**src/rtl/branch_predictor.sv**
```systemverilog
// Direct-mapped branch predictor: 2-bit counter BHT, BTB and mispredict statistics.
// Lookup is combinational in IF. Training and redirect come from the EX-resolved branch.
module branch_predictor #(
    parameter int DATAW   = 32,
    parameter int ENTRIES = 16
) (
    input  logic             clk,
    input  logic             rst_n,
    input  logic [DATAW-1:0] if_pc,
    output logic             if_pred_taken,
    output logic [DATAW-1:0] if_pred_target,
    input  logic             ex_valid,
    input  logic             ex_is_br,
    input  logic [DATAW-1:0] ex_pc,
    input  logic             ex_taken,
    input  logic [DATAW-1:0] ex_target,
    input  logic             ex_pred_taken,
    input  logic [DATAW-1:0] ex_pred_target,
    output logic             redirect,
    output logic [DATAW-1:0] redirect_pc,
    output logic [31:0]      stat_branches,
    output logic [31:0]      stat_mispredicts
);
    localparam int IDXW = $clog2(ENTRIES);
    localparam int TAGW = DATAW - IDXW - 2;

    logic             r_valid  [ENTRIES];
    logic [TAGW-1:0]  r_tag    [ENTRIES];
    logic [DATAW-1:0] r_target [ENTRIES];
    logic [1:0]       r_ctr    [ENTRIES];
    logic [31:0]      r_stat_br;
    logic [31:0]      r_stat_mis;

    logic [IDXW-1:0]  w_if_idx;
    logic [IDXW-1:0]  w_ex_idx;
    logic [TAGW-1:0]  w_if_tag;
    logic [TAGW-1:0]  w_ex_tag;
    logic             w_if_hit;
    logic             w_ex_hit;
    logic             w_upd;
    logic             w_redirect;
    logic             w_unused_pcbits;

    assign w_if_idx = if_pc[IDXW+1:2];
    assign w_if_tag = if_pc[DATAW-1:IDXW+2];
    assign w_ex_idx = ex_pc[IDXW+1:2];
    assign w_ex_tag = ex_pc[DATAW-1:IDXW+2];
    assign w_unused_pcbits = ^if_pc[1:0];

    assign w_if_hit       = r_valid[w_if_idx] && (r_tag[w_if_idx] == w_if_tag);
    assign if_pred_taken  = w_if_hit && r_ctr[w_if_idx][1];
    assign if_pred_target = if_pred_taken ? r_target[w_if_idx] : '0;

    assign w_upd      = ex_valid && ex_is_br;
    assign w_ex_hit   = r_valid[w_ex_idx] && (r_tag[w_ex_idx] == w_ex_tag);
    assign w_redirect = w_upd && ((ex_taken != ex_pred_taken) ||
                                  (ex_taken && (ex_pred_target != ex_target)));

    assign redirect    = w_redirect;
    assign redirect_pc = !w_redirect ? '0 :
                         ex_taken    ? ex_target : ex_pc + DATAW'(4);

    always_ff @(posedge clk or negedge rst_n) begin
        if (!rst_n) begin
            for (int unsigned i = 0; i < ENTRIES; i++) begin
                r_valid[i]  <= 1'b0;
                r_tag[i]    <= '0;
                r_target[i] <= '0;
                r_ctr[i]    <= 2'b01;
            end
        end else if (w_upd) begin
            if (w_ex_hit) begin
                if (ex_taken) begin
                    if (r_ctr[w_ex_idx] != 2'b11)
                        r_ctr[w_ex_idx] <= r_ctr[w_ex_idx] + 2'd1;
                    r_target[w_ex_idx] <= ex_target;
                end else if (r_ctr[w_ex_idx] != 2'b00) begin
                    r_ctr[w_ex_idx] <= r_ctr[w_ex_idx] - 2'd1;
                end
            end else if (ex_taken) begin
                // Miss on a taken branch evicts whatever occupied the slot.
                r_valid[w_ex_idx]  <= 1'b1;
                r_tag[w_ex_idx]    <= w_ex_tag;
                r_target[w_ex_idx] <= ex_target;
                r_ctr[w_ex_idx]    <= 2'b10;
            end
        end
    end

    always_ff @(posedge clk or negedge rst_n) begin
        if (!rst_n) begin
            r_stat_br  <= '0;
            r_stat_mis <= '0;
        end else begin
            if (w_upd && (r_stat_br != '1))
                r_stat_br <= r_stat_br + 32'd1;
            if (w_redirect && (r_stat_mis != '1))
                r_stat_mis <= r_stat_mis + 32'd1;
        end
    end

    assign stat_branches    = r_stat_br;
    assign stat_mispredicts = r_stat_mis;

endmodule

```
**config.mk**
```make
export PLATFORM = sky130hd
export DESIGN_NAME = branch_predictor
export DESIGN_NICKNAME = d
export VERILOG_FILES = /design/src/rtl/branch_predictor.sv
export SDC_FILE = /design/constraint.sdc
export NUM_CORES = 2
export LEC_CHECK = 0
export CAP_MARGIN = 0
export CORE_MARGIN = 5
export CORE_UTILIZATION = 60
export CTS_BUF_LIST = sky130_fd_sc_hd__clkbuf_8
export CTS_CLUSTER_DIAMETER = 30
export DETAILED_ROUTE_END_ITERATION = 10
export HOLD_SLACK_MARGIN = 0.08
export PLACE_DENSITY = 0.85
export SLEW_MARGIN = 25
export SYNTH_ARGS = -nofsm -noshare
export SYNTH_HDL_FRONTEND = slang
export SYNTH_SLANG_ARGS = --single-unit
```
**constraint.sdc**
```tcl
create_clock -name clk -period 6.3 [get_ports clk]
set_input_delay 1.26 -clock clk [delete_from_list [all_inputs] [get_ports clk]]
set_output_delay 1.26 -clock clk [all_outputs]
set_load 0.05 [all_outputs]
```
==> results.txt <==
Final setup viols -> 0
unrepaired setup endpoints after global routing -> false
Synth area leaders -> dfrtp_1 (48%), mux4_2 (16%), mux2_2 (13%)
vias in the first global route -> 39,900
synthesized instance count -> 4,132
Synth Flop Type -> dfrtp_1
clk_lat worst skew -> 0.89 ns
DP HPWL -> 98,600 µm
TritonCTS sink count -> 1,040
drt initial violations -> 4,463
WS Path Type -> in2out
HP Class -> in2async
Finished Cell Area -> 0.0623 mm²
FP Rows -> 109
die height -> 308 µm
post-route ant nets -> 0
async set-or-reset flop fraction in the synthesized netlist -> 1.00
list of most frequent post-synthesis cells -> dfrtp_1 (1,024), nand2_1 (863), mux2_2 (597)
#FFs+latches synth -> 1,040
Worst-Margin Slew -> 1.03 ns
Syn Nets -> 4,274
die width -> 308 µm
Post-synth EDFFs -> 0
Synth cell types -> 76
clock slew at reported path FFs -> 0.05 ns
Yosys warning total -> 0
TritonCTS clock tree -> done
TritonCTS Buffers -> 201
placed cell areas -> 0.0577 mm²
worst clock skew -> 0.0617 ns
port bufs -> 261
post-DR wirelength/cell -> 28.2 µm
GRT Residual Overflow -> 0
Tmin final -> 6.11 ns
Via Count -> 38,300
f_max -> 0.164 GHz
status -> finished, final reports clean
Slew Viols, Final -> 0
total power -> 18.7 mW
first-pass GRT wire length -> 244,000 µm
GRT Total Usage -> 0.340
Critical Path Sink Type -> output port
Peak VDD IR -> 0.000232 V
top-area cell type share of the netlist area -> 0.480
# DRC -> 0
core area -> 0.0884 mm²
static leakage -> 29.0 nW
area grow syn2layout -> 16.8%
Post-Syn Area -> 0.0534 mm²
largest net degree at the start of global routing -> 188
Setup Buffers After CTS -> 0
crit path DAT -> 4.85 ns
CP required -> 5.04 ns
Hold Buf Count CTS -> 0
Final Net Count -> 4,545
post-CTS sizing -> 0
Initial Utilization -> 0.604
Synth area leader -> dfrtp_1
PwrDens -> 300 mW/mm²
startpoint type of the worst setup path -> input port
Seq/Total Area, Yosys -> 0.488
layout cells sized above 1 -> 0.361
antenna violations before repair -> 7
Crit Path Max Fanout -> 78
Max Buffers Root-to-Sink -> 3
# fillers -> 5,553
fin crit share -> 0.970
H-tree depth -> 4
setup TNS -> 0 ns
average size of a mapped cell -> 12.9 µm²
Final Hold Fails -> 0
most common cell in the netlist -> dfrtp_1
# Max-Cap Violations -> 0
I/O pin count -> 264
Initial DRT Pass Iterations -> 6
Die ar. -> 0.0950 mm²
Clk Tree Root Cell -> clkbuf_8
GPL Wtd Cong -> 0.907
post-DR vias/cell -> 6.67
Slew headroom -> 0.309
final WL -> 162,000 µm
==> logic make-up (layout without fill, tap and decap cells) <==
kind of cell             count (synthesis)  after routing  synth area share
AND/OR/NAND/NOR                       1210           1210            0.0984
buffers and inverters                  384            820            0.0363
XOR/XNOR                               170            170            0.0279
adder cells (fa/ha/maj)                  8              8           0.00188
other                                    0              4                 0
multiplexers                          1157           1157             0.323
AO/OA/AOI/OAI                          163            163            0.0240
flip-flops                            1040           1040             0.488
==> power by group <==
part	switching, mW	leakage [nW]	total (mW)	internal, mW
clock network	3.16	2.42	7.49	4.32
logic	1.46	12.9	3.03	1.56
registers	0.612	13.8	8.17	7.55
total	5.24	29.0	18.7	13.4
==> worst paths after layout <==
path / depth (start not counted) / endpoint / slack [ns] / startpoint
setup / recovery: 10 / if_pred_target[8] / 0.19 / if_pc[3]
hold reg to reg: 2 / r_target[98] / 0.47 / r_target[98]
hold / removal: 1 / r_target[441] / 0.42 / rst_n
setup reg to reg: 11 / r_tag[401] / 1.96 / r_tag[223]
min in group clk: 2 / r_target[98] / 0.47 / r_target[98]
max in group asynchronous: 3 / r_tag[50] / 4.25 / rst_n
==> layout by cell type (no fill, tap or decap), drive strengths merged, types with 19 or more instances in the layout <==
cell type      netlist  routed
clkinvlp             0      22
bufinv               0      23
clkinv               2      50
mux2               692     692
nor3                19      19
dfrtp             1024    1024
nor2               111     111
xnor2              118     118
o21ai               27      27
xor2                52      52
inv                 22      69
buf                127     241
mux4               384     384
nor2b               41      41
a21oi               28      28
nand4               33      33
clkbuf             233     229
nand2              875     875
nand3               47      47
clkdlybuf4s50        0     186
mux2i               81      81
==> worst max-delay path, stage by stage <==
cell,delay (ns)
buf_6,0.67
mux4_2,0.42
mux4_2,0.50
xnor2_1,0.22
nand4_1,0.22
nor3_1,0.56
nand4_1,0.25
buf_12,0.25
nor2b_1,0.27
buf_12,0.18
==> routing by layer <==
metal,vias up,GRT usage,wire length (µm)
met5,-,0.00101,45
met4,6,0.227,12700
met3,759,0.104,18200
met2,2640,0.516,74200
met1,19500,0.426,56500
li1,15400,-,-
==> area by class of cell <==
class / count / area, µm² / share of cell area
clock inverters: 140 / 1400 / 0.0225
repair buffers: 428 / 4660 / 0.0748
inverters: 24 / 90.1 / 0.00145
multi-input cells: 2708 / 25500 / 0.409
diodes: 4 / 10.0 / 0.000161
clock buffers: 228 / 3140 / 0.0504
flip-flops and latches: 1040 / 26000 / 0.418
well taps: 1165 / 1460 / 0.0234
==> flip-flops by register name (all words and copies together) (netlist names) <==
| name | cells |
|---|---|
| r_target | 512 |
| r_ctr | 32 |
| stat_mispredicts | 32 |
| stat_branches | 32 |
| r_tag | 416 |
| r_valid | 16 |
==> stage by stage <==
step                worst slack (ns)  hold slack [ns]  cells  utilization
floorplan                      0.147            0.441   4132            -
global placement               0.367            0.452   5364        0.653
detailed placement             0.193            0.457   5364        0.653
CTS                            0.215            0.416   5732        0.705
global route                  0.0120            0.460   5735        0.705
finish                         0.186            0.415   5737        0.705
(Power assumes the default switching activity.)
